**config.mk**
```make
export PLATFORM = sky130hd
export DESIGN_NAME = ibuf_sched
export DESIGN_NICKNAME = d
export VERILOG_FILES = /design/src/rtl/ibuf_sched_pkg.sv /design/src/rtl/ibuf_sched_shift_skew_dec.sv /design/src/rtl/ibuf_sched.sv
export SDC_FILE = /design/constraint.sdc
export NUM_CORES = 1
export LEC_CHECK = 0
export BUFFER_PORTS_ARGS = -buffer_cell sky130_fd_sc_hd__buf_2
export CORE_UTILIZATION = 38
export CTS_BUF_LIST = sky130_fd_sc_hd__clkbuf_8
export CTS_CLUSTER_DIAMETER = 150
export DETAILED_ROUTE_END_ITERATION = 12
export PLACE_DENSITY_LB_ADDON = 0.25
export SYNTH_ARGS = -nofsm -noshare
export SYNTH_HDL_FRONTEND = slang
export SYNTH_SLANG_ARGS = --single-unit
```
**constraint.sdc**
```tcl
create_clock -name CLK -period 4 [get_ports CLK]
set_clock_uncertainty 0.15 [all_clocks]
set_input_delay 0.6 -clock CLK [delete_from_list [all_inputs] [get_ports CLK]]
set_output_delay 0.6 -clock CLK [all_outputs]
set_load 0.005 [all_outputs]
```
**src/rtl/ibuf_sched_pkg.sv**
```systemverilog
// Shared parameters, state encoding and helpers for the input-buffer scheduler
// and the systolic array top that consumes its strobes.
package ibuf_sched_pkg;

    localparam int NCOL      = 4;
    localparam int DEPTH     = 4;
    localparam int SHIFT_LEN = NCOL + DEPTH - 1;
    localparam int COL_W     = $clog2(NCOL);
    localparam int T_W       = $clog2(SHIFT_LEN);
    localparam int WORD_W    = 8 * DEPTH;
    localparam int TILE_W    = 8;

    typedef enum logic [1:0] {
        ST_IDLE  = 2'd0,
        ST_LOAD  = 2'd1,
        ST_SHIFT = 2'd2,
        ST_DONE  = 2'd3
    } state_e;

    function automatic logic [NCOL-1:0] col_onehot(input logic [COL_W-1:0] col);
        logic [NCOL-1:0] oh;
        oh      = '0;
        oh[col] = 1'b1;
        return oh;
    endfunction

endpackage

```
**src/rtl/ibuf_sched_shift_skew_dec.sv**
```systemverilog
// Skewed shift-window decode: column c shifts for DEPTH cycles starting at
// window step c, so data enters the array as a diagonal wavefront.
module shift_skew_dec
    import ibuf_sched_pkg::*;
(
    input  logic [T_W-1:0]  t_i,
    output logic [NCOL-1:0] shift_en_o
);

    // Per-column window membership test
    always_comb begin
        shift_en_o = '0;
        for (int c = 0; c < NCOL; c++) begin
            if ((int'(t_i) >= c) && (int'(t_i) <= c + DEPTH - 1)) begin
                shift_en_o[c] = 1'b1;
            end else begin
                shift_en_o[c] = 1'b0;
            end
        end
    end

endmodule

```
**src/rtl/ibuf_sched.sv**
```systemverilog
// Input-buffer scheduler: loads NCOL column words per tile through a
// valid/ready handshake, then runs the skewed shift window, for NumTiles tiles.
module ibuf_sched
    import ibuf_sched_pkg::*;
(
    input  logic              CLK,
    input  logic              RST,
    input  logic              Start,
    input  logic [TILE_W-1:0] NumTiles,
    input  logic              IValid,
    input  logic [WORD_W-1:0] IWordIn,
    output logic              IReady,
    output logic [NCOL-1:0]   WriteEN,
    output logic [WORD_W-1:0] IWord,
    output logic [NCOL-1:0]   ShiftEN,
    output logic              Busy,
    output logic              Done
);

    state_e             state_q, state_d;
    logic [COL_W-1:0]   col_q, col_d;
    logic [T_W-1:0]     t_q, t_d;
    logic [TILE_W-1:0]  tiles_q, tiles_d;
    logic [TILE_W-1:0]  num_tiles_q, num_tiles_d;
    logic [NCOL-1:0]    write_en_q, write_en_d;
    logic [WORD_W-1:0]  word_q, word_d;
    logic [TILE_W-1:0]  tiles_inc_s;
    logic [NCOL-1:0]    skew_s;

    assign tiles_inc_s = tiles_q + 8'd1;

    // Next-state and datapath update
    always_comb begin
        state_d     = state_q;
        col_d       = col_q;
        t_d         = t_q;
        tiles_d     = tiles_q;
        num_tiles_d = num_tiles_q;
        write_en_d  = '0;
        word_d      = word_q;
        case (state_q)
            ST_IDLE: begin
                if (Start) begin
                    if (NumTiles != 8'd0) begin
                        state_d     = ST_LOAD;
                        num_tiles_d = NumTiles;
                        tiles_d     = 8'd0;
                        col_d       = '0;
                    end else begin
                        state_d = ST_DONE;
                    end
                end else begin
                    state_d = ST_IDLE;
                end
            end
            ST_LOAD: begin
                if (IValid) begin
                    word_d     = IWordIn;
                    write_en_d = col_onehot(col_q);
                    if (col_q == COL_W'(NCOL - 1)) begin
                        col_d   = '0;
                        t_d     = '0;
                        state_d = ST_SHIFT;
                    end else begin
                        col_d = col_q + 2'd1;
                    end
                end else begin
                    state_d = ST_LOAD;
                end
            end
            ST_SHIFT: begin
                if (t_q == T_W'(SHIFT_LEN - 1)) begin
                    t_d     = '0;
                    tiles_d = tiles_inc_s;
                    // Counter never exceeds NumTiles, so 255 tiles need no wider compare
                    if (tiles_inc_s < num_tiles_q) begin
                        state_d = ST_LOAD;
                    end else begin
                        state_d = ST_DONE;
                    end
                end else begin
                    t_d = t_q + 3'd1;
                end
            end
            ST_DONE: begin
                state_d = ST_IDLE;
                tiles_d = 8'd0;
            end
            default: begin
                state_d = ST_IDLE;
            end
        endcase
    end

    // State and datapath registers with synchronous reset
    always_ff @(posedge CLK) begin
        if (RST) begin
            state_q     <= ST_IDLE;
            col_q       <= '0;
            t_q         <= '0;
            tiles_q     <= 8'd0;
            num_tiles_q <= 8'd0;
            write_en_q  <= '0;
            word_q      <= '0;
        end else begin
            state_q     <= state_d;
            col_q       <= col_d;
            t_q         <= t_d;
            tiles_q     <= tiles_d;
            num_tiles_q <= num_tiles_d;
            write_en_q  <= write_en_d;
            word_q      <= word_d;
        end
    end

    shift_skew_dec u_skew (
        .t_i        (t_q),
        .shift_en_o (skew_s)
    );

    assign IReady  = (state_q == ST_LOAD);
    assign Busy    = (state_q == ST_LOAD) || (state_q == ST_SHIFT);
    assign Done    = (state_q == ST_DONE);
    assign ShiftEN = (state_q == ST_SHIFT) ? skew_s : '0;
    assign WriteEN = write_en_q;
    assign IWord   = word_q;

endmodule

```
Yosys cells after proc, flatten, opt, wreduce, memory -nomap -nowiden
Index checks and enable logic that the tools add are counted.
{ "word_totals": {"output_inout_bits": 43, "in_bits": 44, "ff_bits": 59, "word_cells": 77} }
{ "op_classes": {"bitwise_logic": 2, "muxes": 27, "eq_ne": 11, "n_reduce_logical": 17, "add_sub_neg": 3, "magnitude_cmp": 10} }
{ "ops": {"columns": ["cell", "count"], "rows": [
  ["$mux 8", 3],
  ["$pmux 8 s3", 1],
  ["$mux 2", 10],
  ["$le 3x3->1 const B", 3],
  ["$mux 3", 3],
  ["$add 8x1->8 const B", 1],
  ["$lt 8x8->1", 1],
  ["$ne 2x2->1 const B", 4],
  ["$pmux 2 s4", 1],
  ["$reduce_and 4->1", 2],
  ["$reduce_bool 8->1", 1],
  ["$eq 2x2->1 const B", 3],
  ["$ge 3x2->1 const B", 2],
  ["$pmux 3 s2", 1],
  ["$reduce_and 3->1", 2],
  ["$mux 1", 5],
  ["$logic_and 1x1->1", 4],
  ["$mux 4", 1],
  ["$pmux 2 s2", 1],
  ["$reduce_and 2->1", 2],
  ["$reduce_bool 2->1", 2],
  ["$add 3x1->3 const B", 1],
  ["$eq 3x3->1 const B", 1],
  ["$ge 3x1->1 const B", 1],
  ["other kinds (13)", 14]
]} }

Logic depth before layout (Yosys ltp)
Gate-level depths: netlist of the first run.
{ "logic_depth": {"word_depth": 5, "depth_mapped": 9, "depth_no_buf": 9} }

Modules after synthesis
Synthesis of the first run repeated with hierarchy kept, for this count alone.
{ "unflattened": {"hier_cells": 341, "area_unflattened_um2": 2834.0} }
{ "modules_own_cells": {"columns": ["module", "instances", "cells_per_inst", "area_per_inst_um2", "seq_area_each_um2"], "rows": [
  ["ibuf_sched", 1, 335, 2796.4, 1181.1],
  ["shift_skew_dec", 1, 6, 37.5, 0.0]
]} }

Worst setup path before layout of the first run
No wires, ideal clock.
{ "synth_timing": {"path_type": "register to register", "startpoint": "register tiles_q[0]", "endpoint": "register state_q[1]", "arrival_ns": 1.820, "n_path_buf": 0, "period_less_slack_ns": 2.092, "required_time_ns": 3.728, "slack_ns": 1.908, "path_stages_with_launch": 10, "setup_time_ns": 0.122, "path_cell_list": "dfxtp_1 ha_1 nand3_1 nor2_1 xor2_1 ha_1 a41oi_1 o221ai_1 a21oi_1 a211oi_2"} }
{ "synth_between": {"elab_chain_len": 5} }
{ "synth_rtl": {"columns": ["element", "line", "text"], "rows": [
  ["start: declaration", "ibuf_sched.sv:23", "logic [TILE_W-1:0] tiles_q, tiles_d;"],
  ["start signal: assignment", "ibuf_sched.sv:109", "tiles_q <= tiles_d;"],
  ["$add 8x1->8", "ibuf_sched.sv:30", "assign tiles_inc_s = tiles_q + 8'd1;"],
  ["$lt 8x8->1", "ibuf_sched.sv:76", "if (tiles_inc_s < num_tiles_q) begin"],
  ["$mux 2", "ibuf_sched.sv:76", null],
  ["$mux 2", "ibuf_sched.sv:72", "if (t_q == T_W'(SHIFT_LEN - 1)) begin"],
  ["$pmux 2 s4", "ibuf_sched.sv:41", "case (state_q)"],
  ["end signal: assignment", "ibuf_sched.sv:106", "state_q <= state_d;"],
  ["end: declaration", "ibuf_sched.sv:20", "state_e state_q, state_d;"]
]} }
Every way passes these cells. The select of a mux whose other input is x is not followed.
A chain may end at the register's enable or synchronous reset.

Final worst setup path of the first run
{ "layout_timing": {"startpoint": "register state_q[0]", "endpoint": "output ShiftEN[3]"} }
{ "layout_between": {"elab_chain_len": 2} }
{ "layout_rtl": {"columns": ["element", "line", "text"], "rows": [
  ["$eq 2x2->1", "ibuf_sched.sv:124", "assign ShiftEN = (state_q == ST_SHIFT) ? skew_s : '0;"],
  ["$mux 4", "ibuf_sched.sv:124", null],
  ["end: declaration", "ibuf_sched.sv:15", "output logic [NCOL-1:0] ShiftEN,"]
]} }
Every way passes these cells.

==> impl_metrics.env, run 1 <==
export IMPL_synthFlopType="dfxtp_1"
export IMPL_synth_edf_count=0
export IMPL_crit_family="buffers and inverters"
export IMPL_r2r_cells=9
export IMPL_wl_mm=6.69
export IMPL_num_vias=2632
export IMPL_synth_area_top_cells="dfxtp_1 (41%), nand2_1 (9.7%), ha_1 (9.2%), a21oi_1 (8.4%), mux2i_1 (3.1%)"
export IMPL_nets=491
export IMPL_start_kind="flop"
export IMPL_finalSetupViolCount=0
export IMPL_grt_pass1_vias=2313
export IMPL_die_height_um=88.8
export IMPL_rsz0062_at_grt="no"
export IMPL_fmaxAchievable_mhz=373
export IMPL_final_setup_tns_ns=0
export IMPL_place_inst=514
export IMPL_track_usage_pct=17.2
export IMPL_finalMaxSlewViolations=0
export IMPL_power_density_nw_per_um2=434
export IMPL_postSynthAreaPerCell_sq_um=8.23
export IMPL_cts_max_level=3
export IMPL_synth_area_sq_um=2860
export IMPL_fin_crit_sh_pct=67.1
export IMPL_arrival_ns=1.93
export IMPL_max_slew_worst_pin_slew_ns=0.731
export IMPL_netlist_top_cell_by_area="dfxtp_1"
export IMPL_seq_area_frac_synth_pct=41.3
export IMPL_end_kind="primary output"
export IMPL_antenna_found_initial=0
export IMPL_drive_gt1_share_pct=26.0
export IMPL_viasPerCell=4.97
export IMPL_netlist_instances=348
export IMPL_ant_nets=0
export IMPL_crit_cells=5
export IMPL_r2r_end="state_q[1]$_SDFFE_PP0P_"
export IMPL_grt_pass1_wl_mm=10.5
export IMPL_cts_tree="built"
export IMPL_p_leak_nw=1.54
export IMPL_core_region_area_sq_um=7250
export IMPL_slew_headroom_pct=51.3
export IMPL_ys_types=49
export IMPL_hpwl_mm=4.69
export IMPL_cts_resized=0
export IMPL_ys_ff_latch=59
export IMPL_clockBufferDepth=2
export IMPL_drt_iter0_drc=99
export IMPL_final_common_cell="buf_2"
export IMPL_cts_root_buf="clkbuf_8"
export IMPL_avgRoutedWirePerCell_um=12.6
export IMPL_drt_pass1_iter_count=4
export IMPL_start_util_pct=39.5
export IMPL_route_detailed_drc=0
export IMPL_cts_buffers=9
export IMPL_crit_path_end="ShiftEN[3]"
export IMPL_rrSetupSlack_ns=1.61
export IMPL_fin_crit_ns=2.68
export IMPL_synth_top_area_share_pct=41.3
export IMPL_die_w_um=88.8
export IMPL_irDropWorstVdd_uv=178
export IMPL_rows=31
export IMPL_grt_max_degree=40
export IMPL_grt_overflow_total=0
export IMPL_cts_hold_buf=0
export IMPL_postSynth_asyncResetShare_pct=0
export IMPL_crit_buf_inv=3
export IMPL_cts_setup_buffers=0
export IMPL_n_antenna_cell=0
export IMPL_syn_nets=413
export IMPL_ios=87
export IMPL_slowest_stage="ha_1"
export IMPL_clock_sinks=59
export IMPL_slowest_delay_ns=0.42
export IMPL_drv_cap=0
export IMPL_crit_required_ns=3.25
export IMPL_die_area_sq_um=7880
export IMPL_hp_class="flop to flop"
export IMPL_r2r_start="tiles_q[0]$_SDFFE_PP0P_"
export IMPL_hold_viol_final=0
export IMPL_place_congestion=0.845
export IMPL_crit_top_cell="inv_1"
export IMPL_stdcell_count=530
export IMPL_syn_to_final_growth_pct=24.0
export IMPL_numPortBuffers=86
export IMPL_path_cells="inv_1 > ha_1 > inv_1 > a311oi_1 > buf_2"
export IMPL_critical_path_class="flop to primary output"
export IMPL_path_clk_slew_ns=0.07
export IMPL_mostFrequentLayoutCells="buf_2 (86), nand2_1 (74), dfxtp_1 (59)"
export IMPL_path_max_fanout=11
export IMPL_crit_start="state_q[0]$_SDFFE_PP0P_"
export IMPL_clock_latency_ns=0.33
export IMPL_yosys_warnings=0
export IMPL_outcome="complete, no violations"
[Yosys cell counts (all sizes together), types with 2 or more instances]
master and number:
xnor2 3, o21ai 8, nor4 3, a31o 2, mux2i 9, a21oi 49, nand4 4, nand2b 9
a311oi 2, xor2 3, or3 4, and3 2, inv 17, and3b 2, a211oi 3, nor2 17
clkbuf 14, nand2 74, ha 21, nor3 2, buf 8, nand3 8, or4 3, dfxtp 59
nor3b 4
[sequential cells by signal (all words and copies together), names as in the netlist]
register,count
WriteEN,4
tiles_q,8
IWord,32
col_q,2
num_tiles_q,8
state_q,2
t_q,3
[logic make-up after synthesis]
logic type | synth area share [%]
buffers and inverters | 5.38
muxes | 3.15
adders and majority gates | 9.18
DFF | 41.3
and+or+nand+nor | 22.2
xor gates and xnor gates | 1.84
AOI/OAI and AO/OA | 17.0
[metrics by stage]
step	hold WS, ns	total power [mW]	utilization, %	area [sq um]	worst slack [ns]
2_1_floorplan	0.303	0.896	-	2860	1.91
3_3_place_gp	0.288	1.01	46.2	3350	1.75
3_5_place_dp	0.294	1.01	46.2	3350	1.69
4_1_cts	0.305	1.56	49.0	3550	1.31
5_1_grt	0.320	1.64	49.0	3550	1.15
6_report	0.303	1.54	49.0	3550	1.32
[worst reg2reg max path, stage by stage, from the launching register on]
cell and delay, ns:
dfxtp_1 0.43, ha_1 0.27, nand3_1 0.14, nor2_1 0.16, xor2_1 0.23, ha_1 0.30
a41oi_1 0.20, o221ai_1 0.13, a21oi_1 0.19, a211oi_2 0.09
[worst min path at each step]
stage	from	end	slack (ns)	cells after the start
3_5_place_dp	IWord[22]$_SDFFE_PP0P_	IWord[22]$_SDFFE_PP0P_	0.29	2
4_1_cts	IWord[25]$_SDFFE_PP0P_	IWord[25]$_SDFFE_PP0P_	0.30	2
6_report	IWord[29]$_SDFFE_PP0P_	IWord[29]$_SDFFE_PP0P_	0.30	2
3_3_place_gp	IWord[20]$_SDFFE_PP0P_	IWord[20]$_SDFFE_PP0P_	0.29	2
2_1_floorplan	IWord[0]$_SDFFE_PP0P_	IWord[0]$_SDFFE_PP0P_	0.30	2
5_1_grt	IWord[6]$_SDFFE_PP0P_	IWord[6]$_SDFFE_PP0P_	0.32	2
[per-layer routing]
metal,track usage [%],wire length [um]
met1,20.8,3020
met2,28.7,3200
met3,3.92,381
met4,8.65,77
met5,0,0
[cell type report]
type / count / area [sq um]
inverters: 17 / 63.8
clock buffers: 9 / 124
flip-flops and latches: 59 / 1180
fillers: 749 / 3700
repair buffers: 89 / 453
clock inverters: 7 / 77.6
multi-input cells: 250 / 1530
well taps: 99 / 124
[power by group]
part / total [mW] / internal (mW) / switching (mW)
Clock: 0.544 / 0.291 / 0.253
Combinational: 0.336 / 0.139 / 0.198
Sequential: 0.659 / 0.634 / 0.0255
(Power assumes the default switching activity.)
==> run 2: changes to the inputs <==
==> constraint.sdc (replaced) <==
create_clock -name CLK -period 2.65 [get_ports CLK]
set_clock_uncertainty 0.15 [all_clocks]
set_input_delay 0.3975 -clock CLK [delete_from_list [all_inputs] [get_ports CLK]]
set_output_delay 0.3975 -clock CLK [all_outputs]
set_load 0.005 [all_outputs]
==> impl_metrics.env, run 2 (same netlist as run 1, synthesis figures left out) <==
export IMPL_die_height_um=88.8
export IMPL_outcome="complete, no violations"
export IMPL_drt_pass1_iter_count=4
export IMPL_finalSetupViolCount=0
export IMPL_wl_mm=6.76
export IMPL_place_inst=516
export IMPL_p_leak_nw=1.55
export IMPL_grt_pass1_wl_mm=10.8
export IMPL_fillers=702
export IMPL_clockBufferDepth=2
export IMPL_core_region_area_sq_um=7250
export IMPL_n_antenna_cell=0
export IMPL_place_congestion=0.918
export IMPL_hpwl_mm=4.74
export IMPL_drive_gt1_share_pct=26.3
export IMPL_hold_viol_final=0
export IMPL_track_usage_pct=17.7
export IMPL_rows=31
export IMPL_cts_hold_buf=0
export IMPL_num_vias=2621
export IMPL_cts_setup_buffers=0
export IMPL_cts_resized=0
export IMPL_arrival_ns=2.45
export IMPL_max_slew_worst_pin_slew_ns=0.607
export IMPL_grt_max_degree=37
export IMPL_numPortBuffers=86
export IMPL_power_density_nw_per_um2=655
export IMPL_cts_buffers=9
export IMPL_avgRoutedWirePerCell_um=12.7
export IMPL_start_util_pct=39.5
export IMPL_final_common_cell="buf_2"
export IMPL_fin_crit_sh_pct=89.6
export IMPL_final_setup_tns_ns=0
export IMPL_globalRouteMet1Util_pct=23.2
export IMPL_ios=87
export IMPL_cts_root_buf="clkbuf_8"
export IMPL_mostFrequentLayoutCells="buf_2 (86), nand2_1 (74), dfxtp_1 (59)"
export IMPL_start_kind="flop"
export IMPL_place_area_sq_um=3360
export IMPL_crit_required_ns=2.72
export IMPL_end_kind="flop"
export IMPL_viasPerCell=4.93
export IMPL_largest_register_ffs=32
export IMPL_die_area_sq_um=7880
export IMPL_post_route_util_pct=49.2
export IMPL_cts_max_level=3
export IMPL_met3_usage_pct=3.92
export IMPL_route_detailed_drc=0
export IMPL_ant_nets=0
export IMPL_syn_to_final_growth_pct=24.6
export IMPL_drv_cap=0
export IMPL_rsz0062_at_grt="no"
export IMPL_fin_crit_ns=2.37
export IMPL_die_w_um=88.8
export IMPL_drt_iter0_drc=101
export IMPL_cts_tree="built"
export IMPL_clock_sinks=59
export IMPL_grt_overflow_total=0
export IMPL_grt_pass1_vias=2294
export IMPL_slew_headroom_pct=59.5
export IMPL_finalMaxSlewViolations=0
export IMPL_stdcell_count=532
export IMPL_path_clk_slew_ns=0.08
export IMPL_fmaxAchievable_mhz=421
export IMPL_irDropWorstVdd_uv=346
export IMPL_clock_latency_ns=0.33
export IMPL_critical_path_class="flop to flop"
export IMPL_antenna_found_initial=0
export IMPL_path_max_fanout=7
export IMPL_busiest_layer="met2"
export IMPL_hp_class="input pin to flop"
export IMPL_design_area_sq_um=3570
export IMPL_nets=493
export IMPL_met2_usage_pct=27.9
[run 2: where the power goes]
| part | switching [mW] | total (mW) | internal [mW] |
|---|---|---|---|
| sequential | 0.0393 | 0.996 | 0.956 |
| combinational | 0.301 | 0.512 | 0.211 |
| clock | 0.389 | 0.829 | 0.440 |
[run 2: worst paths after layout]
check / from / endpoint / slack [ns] / depth (start not counted)
max: tiles_q[0]$_SDFFE_PP0P_ / state_q[1]$_SDFFE_PP0P_ / 0.28 / 9
min: IWordIn[18] / IWord[18]$_SDFFE_PP0P_ / 0.13 / 3
max reg2reg: tiles_q[0]$_SDFFE_PP0P_ / state_q[1]$_SDFFE_PP0P_ / 0.28 / 9
min reg2reg: IWord[11]$_SDFFE_PP0P_ / IWord[11]$_SDFFE_PP0P_ / 0.30 / 2
[run 2: final cells by class]
type | instances | area (sq um) | share of cell area [%]
well taps | 99 | 124 | 3.47
clock inverters | 7 | 77.6 | 2.18
clock buffers | 9 | 124 | 3.47
repair buffers | 91 | 468 | 13.1
multi-input cells | 250 | 1530 | 42.8
inverters | 17 | 63.8 | 1.79
flip-flops and latches | 59 | 1180 | 33.1
[run 2: metrics by stage]
step	hold slack (ns)	setup slack, ns	total power, mW
floorplan	0.303	0.558	1.35
global placement	0.289	0.399	1.52
detailed placement	0.294	0.329	1.53
CTS	0.126	0.290	2.37
global route	0.122	0.0929	2.49
finish	0.135	0.276	2.34
[run 2: worst max-delay path, cell delays in order (launching register included)]
cell,delay (ns)
dfxtp_1,0.42
ha_1,0.25
nand3_1,0.15
nor2_1,0.16
xor2_1,0.23
ha_1,0.29
a41oi_1,0.20
o221ai_1,0.13
a21oi_1,0.19
a211oi_2,0.09
[run 2: layer usage]
layer	part of all wire, %	up-vias	wire (um)
li1	-	1348	-
met1	47	1197	3200
met2	46	66	3110
met3	5.1	10	343
met4	1.6	0	111
met5	0	-	0
